## config.mk

```make
export PLATFORM = sky130hd
export DESIGN_NAME = decode_stage
export DESIGN_NICKNAME = d
export VERILOG_FILES = /design/src/rtl/decode_stage.sv
export SDC_FILE = /design/constraint.sdc
export NUM_CORES = 1
export LEC_CHECK = 0
export CAP_MARGIN = 20
export CORE_UTILIZATION = 30
export DETAILED_ROUTE_END_ITERATION = 6
export PLACE_DENSITY_LB_ADDON = 0.1
export SETUP_SLACK_MARGIN = 0.02
export SLEW_MARGIN = 20
export SYNTH_ARGS = -nofsm -noshare
export SYNTH_HDL_FRONTEND = slang
export SYNTH_SLANG_ARGS = --single-unit
```

## constraint.sdc

```tcl
create_clock -name clk -period 3.2 [get_ports clk]
set_input_delay 0.64 -clock clk [delete_from_list [all_inputs] [get_ports clk]]
set_output_delay 0.64 -clock clk [all_outputs]
set_load 0.005 [all_outputs]
```

## src/rtl/decode_stage.sv

```systemverilog
// Instruction-decode stage: register file, control decode, branch resolution,
// hazard detection and the sticky halt latch.
module decode_stage (
    input  logic        clk,
    input  logic        rst_n,
    input  logic [15:0] F_Instr,
    input  logic [15:0] F_Nxt_Pc,
    input  logic        W_RegWrite,
    input  logic [3:0]  W_Destination,
    input  logic [15:0] W_Data,
    input  logic [3:0]  X_Destination,
    input  logic        X_RegWrite,
    input  logic        X_MemRead,
    input  logic        X_SetsFlags,
    input  logic [3:0]  M_Destination,
    input  logic        M_RegWrite,
    input  logic [2:0]  Flags,
    output logic [3:0]  D_Operand1,
    output logic [3:0]  D_Operand2_Mux,
    output logic [3:0]  D_Operand2_Fw,
    output logic [3:0]  D_Destination,
    output logic [3:0]  D_Opcode,
    output logic [15:0] D_Operand1_Out,
    output logic [15:0] D_Operand2_Out,
    output logic [15:0] D_Nxt_Pc,
    output logic        D_hlt,
    output logic        D_ALUSrc,
    output logic        D_MemtoReg,
    output logic        D_MemRead,
    output logic        D_MemWrite,
    output logic        D_RegWrite,
    output logic        D_Pcs,
    output logic        D_load_byte,
    output logic        D_sw,
    output logic        D_Stall,
    output logic        D_Flush,
    output logic        D_Branch_Taken,
    output logic [15:0] D_Branch_Target
);

    typedef enum logic {RUN, HALTED} run_state_t;

    run_state_t  state_q, state_d;
    logic [15:0] regs [16];
    logic [3:0]  opcode;
    logic [2:0]  ccc;
    logic        cond, is_branch;
    logic        reads_op1, reads_op2;
    logic        load_use, flag_haz, br_haz, hazard, stall, bubble;
    logic [15:0] b_target;

    always_comb begin
        opcode         = F_Instr[15:12];
        ccc            = F_Instr[11:9];
        D_Opcode       = opcode;
        D_Destination  = F_Instr[11:8];
        D_Operand2_Mux = F_Instr[3:0];
        D_Operand1     = (opcode == 4'hA || opcode == 4'hB) ? F_Instr[11:8] : F_Instr[7:4];
        D_Operand2_Fw  = (opcode == 4'h9) ? F_Instr[11:8] : F_Instr[3:0];
        D_Nxt_Pc       = F_Nxt_Pc;
    end

    always_ff @(posedge clk or negedge rst_n) begin
        if (!rst_n) begin
            for (int unsigned i = 0; i < 16; i++) regs[i] <= '0;
        end else if (W_RegWrite && W_Destination != 4'h0) begin
            regs[W_Destination] <= W_Data;
        end
    end

    // Write-through bypass: a same-cycle writeback is visible to decode.
    always_comb begin
        if (D_Operand1 == 4'h0)
            D_Operand1_Out = '0;
        else if (W_RegWrite && W_Destination == D_Operand1)
            D_Operand1_Out = W_Data;
        else
            D_Operand1_Out = regs[D_Operand1];

        if (D_Operand2_Fw == 4'h0)
            D_Operand2_Out = '0;
        else if (W_RegWrite && W_Destination == D_Operand2_Fw)
            D_Operand2_Out = W_Data;
        else
            D_Operand2_Out = regs[D_Operand2_Fw];
    end

    always_comb begin
        reads_op1 = !(opcode inside {4'hC, 4'hE, 4'hF});
        reads_op2 = opcode inside {4'h0, 4'h1, 4'h2, 4'h3, 4'h7, 4'h9};
        is_branch = opcode inside {4'hC, 4'hD};
        load_use  = X_MemRead && X_Destination != 4'h0 &&
                    ((reads_op1 && X_Destination == D_Operand1) ||
                     (reads_op2 && X_Destination == D_Operand2_Fw));
        flag_haz  = is_branch && ccc != 3'b111 && X_SetsFlags;
        br_haz    = opcode == 4'hD && D_Operand1 != 4'h0 &&
                    ((X_RegWrite && X_Destination == D_Operand1) ||
                     (M_RegWrite && M_Destination == D_Operand1));
        hazard    = load_use || flag_haz || br_haz;
        stall     = (state_q == HALTED) || hazard;
        bubble    = stall || !rst_n;
    end

    // Flags are {Z,V,N}.
    always_comb begin
        unique case (ccc)
            3'b000:  cond = !Flags[2];
            3'b001:  cond = Flags[2];
            3'b010:  cond = !Flags[2] && !Flags[0];
            3'b011:  cond = Flags[0];
            3'b100:  cond = Flags[2] || !Flags[0];
            3'b101:  cond = Flags[0] || Flags[2];
            3'b110:  cond = Flags[1];
            default: cond = 1'b1;
        endcase
        b_target = F_Nxt_Pc + {{6{F_Instr[8]}}, F_Instr[8:0], 1'b0};
    end

    always_ff @(posedge clk or negedge rst_n) begin
        if (!rst_n) state_q <= RUN;
        else        state_q <= state_d;
    end

    always_comb begin
        state_d = state_q;
        if (state_q == RUN && opcode == 4'hF && !hazard) state_d = HALTED;
    end

    always_comb begin
        D_RegWrite      = !bubble && (opcode inside {[4'h0:4'h8], 4'hA, 4'hB, 4'hE});
        D_ALUSrc        = !bubble && (opcode inside {4'h4, 4'h5, 4'h6, [4'h8:4'hB]});
        D_MemRead       = !bubble && opcode == 4'h8;
        D_MemtoReg      = D_MemRead;
        D_MemWrite      = !bubble && opcode == 4'h9;
        D_sw            = D_MemWrite;
        D_load_byte     = !bubble && (opcode inside {4'hA, 4'hB});
        D_Pcs           = !bubble && opcode == 4'hE;
        D_hlt           = !bubble && opcode == 4'hF;
        D_Stall         = rst_n && stall;
        D_Branch_Taken  = !bubble && is_branch && cond;
        D_Flush         = D_Branch_Taken;
        if (!rst_n)
            D_Branch_Target = '0;
        else if (opcode == 4'hD)
            D_Branch_Target = D_Operand1_Out;
        else
            D_Branch_Target = b_target;
    end

endmodule

```

==> impl_results.md <==
* Final Core Density at 0.460
* Synthesized cell area at 16300 um2
* Top layer reached by signal wires: met4
* Final period util at 1.18
* Worst Path Required at 2.56 ns
* Avg Cell Area, Syn at 8.47 um2
* Setup slack after layout at -0.565 ns
* Minimum clock period at 3.76 ns
* Critical R2R Capture: state_q
* CP max FO at 6
* Final hold vios at 0
* Initial DRC Count at 1377
* Post-DP HPWL at 47700 um
* Nets at 2397
* WP buf/inv at 7
* Syn_nets at 2008
* Top FF cell, synth: dfrtp_1
* Max-Cap Viols at 0
* Drc violations at 0
* Worst-Skew Late Latency at 0.59 ns
* Largest net degree at the start of global routing at 107
* Fin Hold WS at 0.401 ns
* Met3 routed WL at 4560 um
* Clk_skew at 0 ns
* Largest stage delay on the critical path at 0.33 ns
* # H-tree levels at 1
* Failing checks: setup timing
* Vias in the first global route at 16700
* Yosys reg bits at 257
* Area Growth Syn to Fin at 51.5%
* Cell family with most CP delay: buffers and inverters
* RSZ-0062 raised after global routing: true
* Slew @ Worst Pin at 0.987 ns
* WP data arrival at 3.12 ns
* Vert. Die Dim at 235 um
* Hold Path Stages at 0
* Share of layout cells above drive strength 1 at 0.396
* Worst Setup Path Type: input pin to output pin
* CTS root buf: clkbuf_16
* Post-Route M1 WL at 33700 um
* Fillcell total at 5175
* Die area at 55200 um2
* FF-to-FF path depth at 5
* Site row count at 85
* Core area at 53700 um2
* Startpoint Class: input pin
* Global Route Usage Sum at 0.267
* I/O pin count at 166
* Most used cell, CP: buf_6
* Sequential fraction of the synthesis area at 0.395
* Routed length per instance at 24.7 um
* Drt total wl at 74900 um
* Critical R2R Launch: state_q
* Slowest-stage cell, CP: mux2i_4
* Diode count at 0
* TritonRoute pass-1 iters at 5
* Placer Congestion at 0.861
* Max-slew headroom at 0.342
* Worst Hold Endpoint: regs[241]
* Via count at 16900
* CTS Buf Count at 31
* Async SR Flop Fraction at 1.00
* Multi-input gate area at 10100 um2
* Clk slew on worst S/H paths at 0.06 ns
* CTS tree: yes
* First-pass GRT wire length at 111000 um
* Slew Limit Fails at 0
* # setup viols final at 60
* Global route overflow at 0
* Vias per inst at 5.59
* F_max at 0.266 GHz
* Crit. End Element: output pin
* Post-synth EDFFs at 0
* PwrDens at 501 nW/um2
* Port Buffer Count at 165
* Die X at 235 um
* Post-synth cell types at 68
* Hold crit path type: register to register
* Worst-path cell chain: buf_6, buf_6, and4bb_2, buf_12, mux2i_4, inv_6, xnor2_4, nand3_4, buf_6, or2_4, nor2b_4, buf_12, a211o_1, buf_2
* Hold Startpoint: regs[241]
* Antenna violations before repair at 0
* Antenna violation net count after detailed routing at 0
* YS warnings at 0
* Area occupied by registers at 6430 um2
* R2r setup slk at 1.93 ns
* Dpl ws at -1.50 ns
* VDD IR max at 0.000392 V
* Leak pwr at 0.0106 uW
* Clock Sinks at 257
* Met2 WL post-DR at 33400 um
* Clock Tree Buf Depth at 3
* Status: finished with violations
* Cell count after synthesis at 1923
* Initial core utilization at 0.303
area by class of cell:
cell class	instances	area share
clock buffers	40	0.0360
clock inverters	15	0.00593
inverters	64	0.0103
multi-input cells	1387	0.408
flip-flops and latches	257	0.261
well taps	696	0.0353
repair buffers	571	0.244
per-layer routing:
| layer | vias to the layer above | track usage |
|---|---|---|
| li1 | 7569 | - |
| met1 | 8545 | 0.374 |
| met2 | 676 | 0.415 |
| met3 | 158 | 0.0368 |
| met4 | 0 | 0.106 |
| met5 | - | 0 |
worst max-delay path by stage:
stage | startpoint | to | cells after the start
detailed placement | F_Instr[15] | D_Branch_Target[3] | 11
global route | F_Instr[14] | D_Operand2_Out[0] | 14
global placement | F_Instr[14] | D_Branch_Target[3] | 12
CTS | F_Instr[14] | D_Operand2_Out[14] | 14
floorplan | F_Instr[12] | D_Operand2_Out[10] | 10
finish | F_Instr[14] | D_Operand2_Out[11] | 14
flip-flops by register name (all words and copies together) (netlist names):
signal,flops
regs,256
state_q,1
cell usage in the layout (no fill, tap or decap), types with 14 or more instances in the layout:
cell,n
buf_6,77
a31oi_1,21
a311oi_2,21
xnor2_1,17
buf_12,60
o21ai_0,93
nand2_1,454
dfrtp_1,257
a211o_1,14
a21oi_2,19
mux2_2,162
buf_16,19
buf_8,16
a211oi_1,43
clkdlybuf4s50_1,78
a311oi_1,18
o211ai_1,55
a211oi_2,29
nand3_1,168
clkbuf_16,33
buf_4,246
inv_1,57
a21oi_1,19
buf_2,48
timing repair:
item                       CTS  global route
hold endpoints to repair     4             0
pin swaps                  136            65
resized for setup          582           105
hold buffers                 1             0
buffers inserted            94            23
setup endpoints to repair   67            64
gates cloned                18             2
power breakdown:
group / total (uW) / leakage (uW) / switching, uW / internal (uW)
sequential: 4480 / 0.00318 / 530 / 3950
clock: 3660 / 0.000523 / 1540 / 2110
combinational: 4220 / 0.00688 / 2120 / 2100
total: 12400 / 0.0106 / 4190 / 8170
cell usage after synthesis (25+ instances only):
| library cell | count | area (um2) |
|---|---|---|
| buf_4 | 33 | 248 |
| nand3_1 | 182 | 911 |
| xnor2_1 | 25 | 219 |
| nand2_1 | 475 | 1780 |
| a21oi_1 | 44 | 220 |
| inv_1 | 60 | 225 |
| nor2_1 | 25 | 93.8 |
| dfrtp_1 | 257 | 6430 |
| mux2_2 | 162 | 1820 |
| clkbuf_1 | 134 | 503 |
| a211oi_1 | 80 | 601 |
| a311oi_1 | 39 | 342 |
| a31oi_1 | 34 | 213 |
| o211ai_1 | 55 | 413 |
| o21ai_0 | 105 | 526 |
| buf_2 | 31 | 155 |
cells by family after synthesis:
logic type	after synthesis	share of synthesized area
buffers and inverters	279	0.0752
multiplexers	179	0.130
AO/OA/AOI/OAI	433	0.182
XOR/XNOR	26	0.0140
AND/OR/NAND/NOR	734	0.193
adder cells (fa/ha/maj)	15	0.0120
flip-flops	257	0.395
per-stage QoR:
step | setup TNS, ns | total power, uW | instances | area (um2)
after CTS | -24.23 | 12200 | 3011 | 24000
after global routing | -29.18 | 13000 | 3030 | 24700
after floorplan | -0.565 | 6280 | 1923 | 16400
after global placement | -76.11 | 7890 | 2852 | 20600
after detailed placement | -74.84 | 7930 | 2852 | 20600
final | -24.48 | 12400 | 3030 | 24700
Power figures use the tool's default switching activity.
